File: src/rtl/exception_redirect_ctrl_pkg.sv
// Shared definitions for the exception redirect controller: exception
// codes, FSM state encoding and the default exception vector.
package exception_redirect_ctrl_pkg;

    // Exception codes written to cause[6:2]
    localparam logic [4:0] EXC_RI  = 5'd10;
    localparam logic [4:0] EXC_OV  = 5'd12;
    localparam logic [4:0] EXC_SYS = 5'd8;

    // Default exception vector driven on an exception redirect
    localparam logic [31:0] HANDLER_ADDR_DEFAULT = 32'h0000_0180;

    // Controller state encoding
    typedef enum logic [1:0] {
        ST_IDLE    = 2'd0,
        ST_FLUSH   = 2'd1,
        ST_HANDLER = 2'd2
    } state_t;

endpackage

File: src/rtl/exception_redirect_ctrl_exc_priority_enc.sv
// Combinational priority encoder: turns the Writeback exception flags into
// an exception code. RI beats OV beats SYS; valid is high when any flag is set.
module exc_priority_enc
    import exception_redirect_ctrl_pkg::*;
(
    input  logic       ri,
    input  logic       ov,
    input  logic       sys,
    output logic [4:0] code,
    output logic       valid
);

    // Highest-priority flag selects the code
    always_comb begin
        valid = ri | ov | sys;
        code  = 5'd0;
        if (ri) begin
            code = EXC_RI;
        end else if (ov) begin
            code = EXC_OV;
        end else if (sys) begin
            code = EXC_SYS;
        end
    end

endmodule

File: src/rtl/exception_redirect_ctrl.sv
// Exception / ERET redirect controller at the Writeback stage.
// An exception saves the PC into epc, records the code in cause and redirects
// Fetch to HANDLER_ADDR with a one-cycle flush of F/D/E/M; ERET from the
// handler redirects back to epc. The redirect appears in the cycle right
// after the triggering Writeback cycle.
// Optional feature macro: EXC_STATUS_EN -- when defined, an exception taken
// while already in the handler is not serviced; it only sets the sticky
// lost-exception flag cause[31]. When undefined it is serviced like one
// taken from IDLE and cause[31] stays 0.
// Handshake note: valid_w qualifies every Writeback flag; there is no back
// pressure, an event is consumed in the cycle it is presented or dropped.
module exception_redirect_ctrl
    import exception_redirect_ctrl_pkg::*;
#(
    parameter int                    WIDTH_32     = 32,
    parameter logic [WIDTH_32-1:0]   HANDLER_ADDR = WIDTH_32'(HANDLER_ADDR_DEFAULT)
) (
    input  logic                clk,
    input  logic                rst_n,
    input  logic                valid_w,
    input  logic [WIDTH_32-1:0] pc_w,
    input  logic                exc_ri_w,
    input  logic                exc_ov_w,
    input  logic                exc_sys_w,
    input  logic                eret_w,
    output logic [WIDTH_32-1:0] redir_pc,
    output logic                redir_en,
    output logic                flush_f,
    output logic                flush_d,
    output logic                flush_e,
    output logic                flush_m,
    output logic [WIDTH_32-1:0] epc,
    output logic [WIDTH_32-1:0] cause,
    output logic                in_handler,
    output logic [1:0]          state_dbg
);

    state_t              state_q, state_d;
    logic [WIDTH_32-1:0] epc_q, epc_d;
    logic [WIDTH_32-1:0] tgt_q, tgt_d;
    logic [4:0]          code_q, code_d;
    logic                lost_q, lost_d;
    logic                tgt_exc_q, tgt_exc_d;

    logic [4:0]          enc_code;
    logic                enc_valid;
    logic                exc_evt;
    logic                ret_evt;

    exc_priority_enc u_enc (
        .ri    (exc_ri_w),
        .ov    (exc_ov_w),
        .sys   (exc_sys_w),
        .code  (enc_code),
        .valid (enc_valid)
    );

    // An exception flag beats a simultaneous ERET; nothing counts without valid_w
    assign exc_evt = valid_w & enc_valid;
    assign ret_evt = valid_w & eret_w & ~enc_valid;

    // Next-state and register-update logic
    always_comb begin
        state_d   = state_q;
        epc_d     = epc_q;
        tgt_d     = tgt_q;
        code_d    = code_q;
        lost_d    = lost_q;
        tgt_exc_d = tgt_exc_q;
        case (state_q)
            ST_IDLE: begin
                if (exc_evt) begin
                    epc_d     = pc_w;
                    code_d    = enc_code;
                    tgt_d     = HANDLER_ADDR;
                    tgt_exc_d = 1'b1;
                    state_d   = ST_FLUSH;
                end
            end
            ST_FLUSH: begin
                // Instructions seen here are being flushed, so events are dropped
                state_d = tgt_exc_q ? ST_HANDLER : ST_IDLE;
            end
            ST_HANDLER: begin
                if (exc_evt) begin
`ifdef EXC_STATUS_EN
                    lost_d = 1'b1;
`else
                    epc_d     = pc_w;
                    code_d    = enc_code;
                    tgt_d     = HANDLER_ADDR;
                    tgt_exc_d = 1'b1;
                    state_d   = ST_FLUSH;
`endif
                end else if (ret_evt) begin
                    tgt_d     = epc_q;
                    tgt_exc_d = 1'b0;
                    state_d   = ST_FLUSH;
                end
            end
            default: begin
                state_d = ST_IDLE;
            end
        endcase
    end

    // State and architectural registers with synchronous reset
    always_ff @(posedge clk) begin
        if (!rst_n) begin
            state_q   <= ST_IDLE;
            epc_q     <= '0;
            tgt_q     <= '0;
            code_q    <= 5'd0;
            lost_q    <= 1'b0;
            tgt_exc_q <= 1'b0;
        end else begin
            state_q   <= state_d;
            epc_q     <= epc_d;
            tgt_q     <= tgt_d;
            code_q    <= code_d;
            lost_q    <= lost_d;
            tgt_exc_q <= tgt_exc_d;
        end
    end

    // Redirect/flush only while in FLUSH; status outputs from registers
    always_comb begin
        redir_en           = 1'b0;
        redir_pc           = '0;
        flush_f            = 1'b0;
        flush_d            = 1'b0;
        flush_e            = 1'b0;
        flush_m            = 1'b0;
        cause              = '0;
        cause[6:2]         = code_q;
        cause[WIDTH_32-1]  = lost_q;
        epc                = epc_q;
        in_handler         = (state_q == ST_HANDLER);
        state_dbg          = state_q;
        if (state_q == ST_FLUSH) begin
            redir_en = 1'b1;
            redir_pc = tgt_q;
            flush_f  = 1'b1;
            flush_d  = 1'b1;
            flush_e  = 1'b1;
            flush_m  = 1'b1;
        end
    end

endmodule

File: config.mk
export PLATFORM = sky130hd
export DESIGN_NAME = exception_redirect_ctrl
export DESIGN_NICKNAME = d
export VERILOG_FILES = /design/src/rtl/exception_redirect_ctrl_pkg.sv /design/src/rtl/exception_redirect_ctrl_exc_priority_enc.sv /design/src/rtl/exception_redirect_ctrl.sv
export SDC_FILE = /design/constraint.sdc
export NUM_CORES = 1
export LEC_CHECK = 0
export ABC_AREA = 1
export CAP_MARGIN = 10
export CORE_MARGIN = 5
export CORE_UTILIZATION = 43
export CTS_CLUSTER_DIAMETER = 150
export DETAILED_ROUTE_END_ITERATION = 12
export GPL_TIMING_DRIVEN = 1
export PLACE_DENSITY = 0.92
export SLEW_MARGIN = 20
export SYNTH_ARGS = -nofsm -noshare
export SYNTH_HDL_FRONTEND = slang
export SYNTH_HIERARCHICAL = 1
export SYNTH_SLANG_ARGS = --single-unit
File: constraint.sdc
create_clock -name clk -period 1.9 [get_ports clk]
set_input_delay 0.38 -clock clk [delete_from_list [all_inputs] [get_ports clk]]
set_output_delay 0.38 -clock clk [all_outputs]
set_load 0.02 [all_outputs]
==> Word level (Yosys, flattened, before mapping) <==
Cells that the tools add are included.
{ "totals": {"ff_bits": 72, "in_bits": 39, "output_inout_bits": 104, "wordCells": 39} }
{ "classes": {"n_eq_ne": 4, "muxes": 18, "bitwise_logic": 6, "reduce_logical": 6} }
{ "ops": {"columns": ["op", "n"], "rows": [
  ["32-bit two-way mux", 4],
  ["32-bit case mux with 2 select lines", 1],
  ["5-bit two-way mux", 2],
  ["2-bit two-way mux", 4],
  ["2-bit case mux with 3 select lines", 1],
  ["1-bit two-way mux", 4],
  ["4-bit two-way mux", 1],
  ["2-bit AND reduction", 2],
  ["1-bit bitwise AND", 3],
  ["3-bit by 1-bit != test with 1-bit output, second input constant", 1],
  ["3-bit AND reduction", 1],
  ["2-bit by 1-bit equality test with 1-bit output, second input constant", 1],
  ["2-bit equality test, second input constant", 1],
  ["2-bit logical NOT", 1],
  ["2-bit != test, second input constant", 1],
  ["1-bit OR", 2],
  ["1-bit case mux with 2 select lines", 1],
  ["2-bit nonzero test", 1],
  ["2-bit OR reduction", 1],
  ["1-bit NOT", 1]
]} }

==> Depth between registers and ports, before layout <==
Gate-level depths: netlist of run 1.
{ "logic_depth": {"ltp_word": 7, "mapped_depth": 11} }

==> Cells and area by module <==
Netlist of run 1, hierarchy kept.
{ "modules_own_cells": {"columns": ["mod", "instances", "cells_per_inst", "area_each_um2"], "rows": [
  ["exception_redirect_ctrl", 1, 498, 3365.7],
  ["exc_priority_enc", 1, 10, 51.3]
]} }

==> Least setup slack after synthesis of run 1 <==
OpenSTA, ideal clock, no wires.
{ "synth_timing": {"path_type": "register to output", "start": "register state_q[0], in the netlist state_dbg[0]", "end": "output port redir_pc[10]", "arrival_time_ns": 1.776, "required_time_ns": 1.520, "path_slack_ns": -0.256, "stages_incl_launch_ff": 6, "n_path_buf": 1, "path_cell_list": "dfxtp_1 inv_2 nor2_1 inv_1 clkbuf_1 nor2_1"} }
{ "synth_via": {"elab_chain_len": 2} }
{ "synth_rtl": {"columns": ["item", "line_no", "text"], "rows": [
  ["start, declared", "exception_redirect_ctrl.sv:38", "state_t state_q, state_d;"],
  ["start signal, assigned", "exception_redirect_ctrl.sv:117", "state_q <= state_d;"],
  ["2-bit by 1-bit equality test with 1-bit output", "exception_redirect_ctrl.sv:140", "if (state_q == ST_FLUSH) begin"],
  ["32-bit two-way mux", "exception_redirect_ctrl.sv:140", null],
  ["end, declared", "exception_redirect_ctrl.sv:26", "output logic [WIDTH_32-1:0] redir_pc,"]
]} }
No other way between the ends.

==> Worst setup path in the final report of run 1 <==
{ "layout_timing": {"start": "register state_q[1], in the netlist state_dbg[1]", "end": "output port state_dbg[1]"} }
{ "layout_lines": {"columns": ["item", "line_no", "text"], "rows": [
  ["end, declared", "exception_redirect_ctrl.sv:35", "output logic [1:0] state_dbg"]
]} }
No word-level cell between the ends.

==> out/metrics.cfg, run 1 <==
[run_status]
outcome = finished, final reports clean

[layout]
diodes = 0
stdcell_area_sq_mm = 0.00459
drive_above_1_share_pct = 12.1
multi_input_comb_area_sq_mm = 0.00148
syn2layout_area_growth_pct = 34.3
fillers = 678
nets = 646
seqCellArea_sq_mm = 0.00144
fin_util_pct = 59.4

[drt]
dr.first_iter.drc_count = 196
first_pass_iters = 4
wirelength_microns = 9520
drc = 0
wl_per_cell_microns = 13.3
via_per_inst = 4.75
vias = 3394
ant_nets = 0

[logic_synthesis]
yosys_most_used_dff = dfxtp_1
post-synth-top-area-fraction_pct = 42.2
netlist_instances = 508
ys_seq_elements = 72
netlist_top_cells_count = nor2_1, dfxtp_1, nand2_1
synth_cell_types = 18
yosysWarnings = 6
syn_area_per_cell_sq_um = 6.73
syn_area_sq_mm = 0.00342
synth.most_common_cell = nor2_1
synth_area_leaders = dfxtp_1, nor2_1, buf_4
synth_seq_area_share_pct = 42.2
synth_edf_count = 0
synthArstFlopShare_pct = 0
synth_area_leader_cell = dfxtp_1

[power_and_ir_drop]
p_per_area_mw_per_mm2 = 829
peakVddDrop_v = 0.000463
power.leakage_uw = 0.00204
finalPower_uw = 3800

[timing]
rsz0062_at_grt = no
holdWs_ns = 0.477
maxSlewViolCount = 0
finalHoldViolations = 0
skew_ns = 0.00631
max_freq_ghz = 0.541
min_period_ns = 1.85
post-route-period-util_pct = 97.3
setup_viol = 0

[critical_path]
critPathRequiredTime_ns = 1.52
r2r_end = tgt_exc_q
crit_buf_inv = 2
worstPathArrival_ns = 1.47
cp-start-kind = flip-flop
crit_family = buffers and inverters
crit_path_top_delay_cell = clkdlybuf4s50_1
timing.rr.start = state_dbg[1]
reg2reg_depth = 8
path_cells = buf_4 -> clkdlybuf4s50_1
cpPeakStageDelay_ns = 0.61
path_class = flip-flop to output port
rrSetupSlack_ns = 0.49
crit_path_end_kind = output port
cp_max_fo = 3

[clocking]
cts_buffers = 9
htreeDepth = 3
post_cts_buffers = 0
path_clk_slew_ns = 0.07
clkSinkCount = 72
postCtsHoldBufs = 0
cts_tree = yes
clock_path_buffers = 2
clk-insertion-delay-late_ns = 0.34
root_buffer = clkbuf_8

[floorplanning]
ios = 143
rows = 32
die_h_microns = 99.1
coreArea_sq_mm = 0.00773
die-area_sq_mm = 0.00983
die_w_microns = 99.1
initial_core_util_pct = 44.2

[global_routing]
grt_usage_pct = 18.9
grt_overflow_total = 0
grt_max_degree = 71
grt_pass1_wl_microns = 15100
grt_pass1_vias = 3120
antenna_found_initial = 0

[placed_design]
io_buffers = 115
gp_congestion = 0.860
dp_hpwl_microns = 6900
place_area_sq_mm = 0.00456

[min_path]
hp-class = flip-flop to flip-flop
hold_start = epc[7]
hold_end = epc[7]
hold_path_depth = 2

[flow_run]
cap_violations = 0

[logic make-up after synthesis]
family          count (synthesis)  share of synthesized area [%]
simple gates                  249                           29.3
compound gates                 73                           10.7
other cells                     2                          0.220
flops                          72                           42.2
buf+inv                       112                           17.6
[area by class of cell]
class / count / area share (%)
tap: 102 / 2.78
inverter: 43 / 3.57
sequential: 72 / 31.4
clock inverter: 3 / 0.872
timing repair buffer: 130 / 25.7
multi-input combinational: 351 / 32.2
clock buffer: 13 / 3.46
[timing repair]
item,CTS,global route
resized for setup,65,47
setup endpoints to repair,38,33
hold endpoints to repair,0,0
[worst reg2reg max path: stages, from the launching register on]
cell and delay (ns):
dfxtp_1 0.37, buf_4 0.15, inv_2 0.04, nor2_4 0.08, nand3_2 0.15, buf_12 0.21
nand2_1 0.10, nand2_1 0.08, a21oi_1 0.15
[worst max-delay path by stage]
| stage | start | endpoint | slack, ns | cells past startpoint |
|---|---|---|---|---|
| 2_1_floorplan | state_dbg[0] | redir_pc[10] | -0.06 | 5 |
| 3_3_place_gp | exc_ov_w | code_q[1] | -0.02 | 9 |
| 3_5_place_dp | exc_ov_w | epc[12] | -0.12 | 9 |
| 4_1_cts | state_dbg[0] | redir_pc[9] | 0.001 | 6 |
| 5_1_grt | state_dbg[0] | redir_pc[16] | 0.001 | 6 |
| 6_report | state_dbg[1] | state_dbg[1] | 0.05 | 2 |
[metrics by stage]
| step | setup slack (ns) | instances | TNS, ns |
|---|---|---|---|
| 6_report | 0.0509 | 714 | 0 |
| 5_1_grt | 0.00128 | 714 | 0 |
| 4_1_cts | 0.00124 | 714 | 0 |
| 3_5_place_dp | -0.119 | 698 | -3.98 |
| 3_3_place_gp | -0.0200 | 698 | -0.190 |
| 2_1_floorplan | -0.0596 | 535 | -1.79 |
[state kept, by name, summed over array words and instances (netlist names)]
register   flops
tgt_q         32
tgt_exc_q      1
epc           32
state_dbg      2
code_q         5
[layout by cell type, fill, tap and decap left out, types with 2 or more instances in the layout]
cell             count
nor2_1             138
buf_12               7
o21ai_0             37
clkbuf_1             2
nand2_1             70
inv_2                3
nor2_2               3
clkdlybuf4s50_1     76
clkbuf_2            24
nand3_1             33
dfxtp_1             72
buf_4                8
clkbuf_8            11
clkinv_2             2
buf_2                9
conb_1              29
a21oi_1             36
dlygate4sd2_1        6
nand2_2              3
inv_1               39
[routing by layer]
layer / up-vias / wire length (microns) / global-route usage (%)
met3: 27 / 691 / 4.00
met1: 1521 / 3710 / 21.6
li1: 1699 / - / -
met4: 0 / 310 / 9.98
met2: 147 / 4800 / 32.8
met5: - / 0 / 0
[power breakdown]
group / total (uW) / switching [uW] / internal [uW]
Sequential: 1730 / 87.3 / 1640
Clock: 1210 / 533 / 675
Combinational: 870 / 500 / 370
Total: 3800 / 1120 / 2680
(Power assumes the default switching activity.)
==> inputs of run 2 (changes only) <==
CORE_MARGIN = 3   (was 5)
CORE_UTILIZATION = 44   (was 43)
CTS_BUF_LIST = sky130_fd_sc_hd__clkbuf_8   (was default)
PLACE_DENSITY = 0.93   (was 0.92)
==> run 2 against run 1 <==
Sequential share of layout area is 0.17 points lower. Non-clock buffer count is 1 higher. Setup slack hardly changed. Total power is 3.0% higher. First-iteration DRC count is 40% higher. Critical endpoint unchanged.
==> out/metrics.cfg, run 2 (synthesis results as in run 1) <==
[clocking]
clk-insertion-delay-late_ns = 0.35
post_cts_resized = 100
cts_buffers = 9
postCtsHoldBufs = 0
cts_tree = yes
root_buffer = clkbuf_8
clkSinkCount = 72
post_cts_buffers = 0
clock_path_buffers = 2
path_clk_slew_ns = 0.07
htreeDepth = 3

[critical_path]
cp_max_fo = 3
crit_path_end_kind = output port
worstPathArrival_ns = 1.47
cp-start-kind = flip-flop
path_class = flip-flop to output port
critPathRequiredTime_ns = 1.52
crit_buf_inv = 2
crit_family = buffers and inverters
cpPeakStageDelay_ns = 0.64
crit_path_top_delay_cell = clkdlybuf4s50_1
path_cells = buf_4 -> clkdlybuf4s50_1

[global_routing]
grt_pass1_vias = 3157
grt_overflow_total = 0
grt_pass1_wl_microns = 14700
grt_usage_pct = 20.9
grt_max_degree = 41
antenna_found_initial = 0

[floorplanning]
die_w_microns = 94.1
initial_core_util_pct = 46.1
die-area_sq_mm = 0.00886
ios = 143
rows = 31
coreArea_sq_mm = 0.00741
die_h_microns = 94.1

[drt]
drt-met1-wl_microns = 3780
dr.max_layer_used = met4
wl_per_cell_microns = 12.9
first_pass_iters = 5
via_per_inst = 4.80
ant_nets = 0
dr.first_iter.drc_count = 274
drc = 0
wirelength_microns = 9150
vias = 3417
route.met2.wl_microns = 4350
met3_length_microns = 648

[timing]
skew_ns = 0.00738
max_freq_ghz = 0.541
fin_tns_setup_ns = 0
rsz0062_at_grt = no
tightest_slew_ns = 0.581
finalHoldViolations = 0
maxSlewViolCount = 0
setup_viol = 0
min_period_ns = 1.85
post-route-period-util_pct = 97.3
relSlewSlack_pct = 61.2

[run_status]
outcome = finished, final reports clean

[placed_design]
dp_hpwl_microns = 6750
place_inst = 696
gp_congestion = 0.867
io_buffers = 115

[power_and_ir_drop]
peakVddDrop_v = 0.000582
p_per_area_mw_per_mm2 = 849
power.leakage_uw = 0.00207
finalPower_uw = 3920

[layout]
multi_input_comb_area_sq_mm = 0.00148
stdcell_count = 712
nets = 647
seqCellArea_sq_mm = 0.00144
diodes = 0
drive_above_1_share_pct = 12.6
fillers = 602
fin_util_pct = 62.3
mostFrequentLayoutCells = nor2_1, clkdlybuf4s50_1, dfxtp_1
layout.cells.most_common = nor2_1
syn2layout_area_growth_pct = 35.0

[flow_run]
cap_violations = 0

[min_path]
hp-class = flip-flop to flip-flop

## run 2: worst reg2reg max path, delay by kind of cell, from the launching register on
family	cells	cell delay, ns
and+or+nand+nor	3	0.32
buffers and inverters	3	0.61
DFF	1	0.32
## run 2: area by class of cell
class                   instances  share of cell area (%)
inverters                      43                    3.50
flip-flops and latches         72                    31.2
clock inverters                 6                    1.79
repair buffers                131                    25.8
multi-input cells             351                    32.0
clock buffers                  10                    2.98
well taps                      99                    2.68
## run 2: worst paths after layout
kind              cells after the start            to  slack [ns]          from
setup / recovery                      2  state_dbg[1]        0.05  state_dbg[1]
setup reg to reg                      6       epc[16]        0.58  state_dbg[0]
hold reg to reg                       2  state_dbg[1]        0.47     tgt_exc_q
hold / removal                        2  state_dbg[1]        0.47     tgt_exc_q
## run 2: where the power goes
part	switching, uW	internal, uW
combinational	494	373
sequential	89.7	1640
clock	555	767
total	1140	2780
## run 2: stage by stage
stage               instance area [sq um]  worst slack, ns  hold WS [ns]
floorplan                            3520          -0.0596         0.438
global placement                     4560          -0.0331         0.447
detailed placement                   4560           -0.155         0.458
CTS                                  4780          0.00466         0.470
global route                         4610          0.00175         0.495
finish                               4610           0.0505         0.472
## run 2: routing by layer
layer | track usage [%] | vias to the layer above
met5 | 0 | -
met4 | 11.8 | 0
met3 | 4.73 | 33
met2 | 33.5 | 167
met1 | 25.8 | 1515
li1 | - | 1702
==> inputs of run 3 (changes only) <==
ABC_AREA = default   (was 1)
CORE_UTILIZATION = 42   (was 44)
PLACE_DENSITY = 0.94   (was 0.93)
==> run 3 against run 2 <==
Utilization up 4.2 points. Critical path depth up 2. Largest power group unchanged. Count of clock-buffer cells in the layout down 1. Critical path type unchanged. Clock power down 4%.
==> out/metrics.cfg, run 3 <==
[power_and_ir_drop]
power_frac_comb_pct = 15.6
peakVddDrop_v = 0.000591
finalPower_uw = 3400
switchingPower_uw = 861
swShare_pct = 25.3
seqPwrFrac_pct = 47.2
internal-power_uw = 2540
p_per_area_mw_per_mm2 = 779
power.leakage_uw = 0.00181
clkPwrFrac_pct = 37.2

[drt]
first_pass_iters = 4
ant_nets = 0
wl_per_cell_microns = 14.2
dr.first_iter.drc_count = 93
drc = 0
vias = 2542
via_per_inst = 4.71
wirelength_microns = 7660

[flow_run]
cap_violations = 0

[run_status]
outcome = finished, final reports clean

[min_path]
hp-class = flip-flop to flip-flop
hold_path_depth = 2
hold_start = code_q[1]
hold_end = code_q[1]

[logic_synthesis]
post-synth-top-area-fraction_pct = 48.7
synth_cell_types = 27
synth_area_leaders = dfxtp_1, buf_4, nand2_1
ys_seq_elements = 72
yosys_most_used_dff = dfxtp_1
syn_area_per_cell_sq_um = 9.13
yosysWarnings = 6
synth_seq_area_share_pct = 48.7
synth_area_leader_cell = dfxtp_1
netlist_top_cells_count = nand2_1, dfxtp_1, a21oi_1
synth_edf_count = 0
synthArstFlopShare_pct = 0
syn_area_sq_mm = 0.00296
synth.most_common_cell = nand2_1
netlist_instances = 324

[clocking]
clk-insertion-delay-late_ns = 0.33
path_clk_slew_ns = 0.07
clock_path_buffers = 2
cts_buffers = 9
cts_tree = yes
htreeDepth = 3
clkSinkCount = 72
root_buffer = clkbuf_8

[timing]
min_period_ns = 1.83
fin_tns_setup_ns = 0
skew_ns = 0.00876
maxSlewViolCount = 0
holdWs_ns = 0.461
post-route-period-util_pct = 96.1
finalHoldViolations = 0
max_freq_ghz = 0.548
setup_viol = 0
worst_slack_ns = 0.0740
rsz0062_at_grt = yes

[floorplanning]
rows = 29
ios = 143
die_w_microns = 89.9
coreArea_sq_mm = 0.00657
die-area_sq_mm = 0.00809
die_h_microns = 89.9
initial_core_util_pct = 45.1

[global_routing]
grt_overflow_total = 0
grt_max_degree = 23
antenna_found_initial = 0
grt_pass1_vias = 2553
grt_usage_pct = 19.2
grt_pass1_wl_microns = 12600

[critical_path]
crit_path_end_kind = output port
cp_max_fo = 12
critPathRequiredTime_ns = 1.52
reg2reg_depth = 5
crit_path_top_delay_cell = dfxtp_1
timing.rr.start = state_dbg[0]
worstPathArrival_ns = 1.45
cp-start-kind = flip-flop
path_class = flip-flop to output port
rrSetupSlack_ns = 0.55
cpPeakStageDelay_ns = 0.34
path_cells = nor2b_4 -> buf_4 -> and2_1 -> clkdlybuf4s15_2
r2r_end = tgt_q[19]

[placed_design]
dpl_worst_slack_ns = -0.215
io_buffers = 115
dp_hpwl_microns = 5690
gp_congestion = 0.763

[layout]
fin_util_pct = 66.5
diodes = 0
layout.cells.most_common = clkdlybuf4s50_1
nets = 481
drive_above_1_share_pct = 20.8
syn2layout_area_growth_pct = 47.5
fillers = 499
mostFrequentLayoutCells = clkdlybuf4s50_1, nand2_1, dfxtp_1

-- run 3: changes by cell type in the layout (fill, tap and decap cells not counted), moves of 24 or more --
cell	before	now
inv_1	39	2
o21ai_0	37	1
and2_1	0	33
nand3_1	33	0
clkdlybuf4s15_2	0	24
buf_2	27	0
nor2_1	138	2
-- run 3: kinds of logic after synthesis --
group                  synth area share, %
AOI/OAI and AO/OA                     17.7
DFF                                   48.7
other                                0.254
and+or+nand+nor                       20.0
buffers and inverters                 13.3
-- run 3: how the worst max path moves through the flow --
stage                      start           end  slack (ns)  cells after the start
CTS                 state_dbg[0]  redir_pc[17]      0.0008                      4
floorplan           state_dbg[0]  redir_pc[22]        0.18                      3
detailed placement      exc_ov_w     tgt_q[19]       -0.22                      6
global placement        exc_ov_w     tgt_q[15]       -0.12                      6
global route        state_dbg[0]  redir_pc[15]       -0.03                      4
finish              state_dbg[0]  redir_pc[15]        0.07                      4
-- run 3: stage by stage --
stage / instances / instance area [sq um]
global route: 540 / 4370
CTS: 540 / 4390
finish: 540 / 4370
floorplan: 351 / 3060
detailed placement: 524 / 4160
global placement: 524 / 4160
-- run 3: power groups by stage --
stage / Clock (uW) / Sequential [uW] / Combinational, uW
global placement: 0 / 1630 / 525
floorplan: 0 / 1690 / 260
finish: 1270 / 1600 / 530
CTS: 1300 / 1600 / 533
global route: 1380 / 1610 / 570
detailed placement: 0 / 1640 / 535
-- run 3: worst max-delay path, delay by kind of cell (launching register included) --
kind          cells  cell delay (ns)
flops             1             0.34
buf+inv           2             0.45
simple gates      2             0.33
-- run 3: metal layers --
layer | track usage (%) | share of wire (%) | vias to the layer above | wire, microns
met5 | 0 | 0 | - | 0
met4 | 7.91 | 1.5 | 0 | 113
met3 | 5.43 | 7.2 | 13 | 550
met2 | 34.1 | 51 | 104 | 3880
met1 | 21.6 | 41 | 1172 | 3120
li1 | - | - | 1253 | -
-- run 3: timing repair --
item / 4_1_cts / 5_1_grt
resized for setup: 95 / 9
endpoints found under the setup margin: 38 / 35
cloned: 0 / 0
hold buffers: 0 / 0
pin swaps: 0 / 0
buffers inserted: 0 / 0
-- run 3: cell type report --
type | instances | area (sq um) | share of cell area [%]
clock buffer | 9 | 124 | 2.84
inverter | 1 | 3.75 | 0.0860
tap | 93 | 116 | 2.67
multi-input combinational | 224 | 1240 | 28.5
timing repair buffer | 134 | 1350 | 30.9
sequential | 72 | 1440 | 33.0
clock inverter | 7 | 87.6 | 2.01
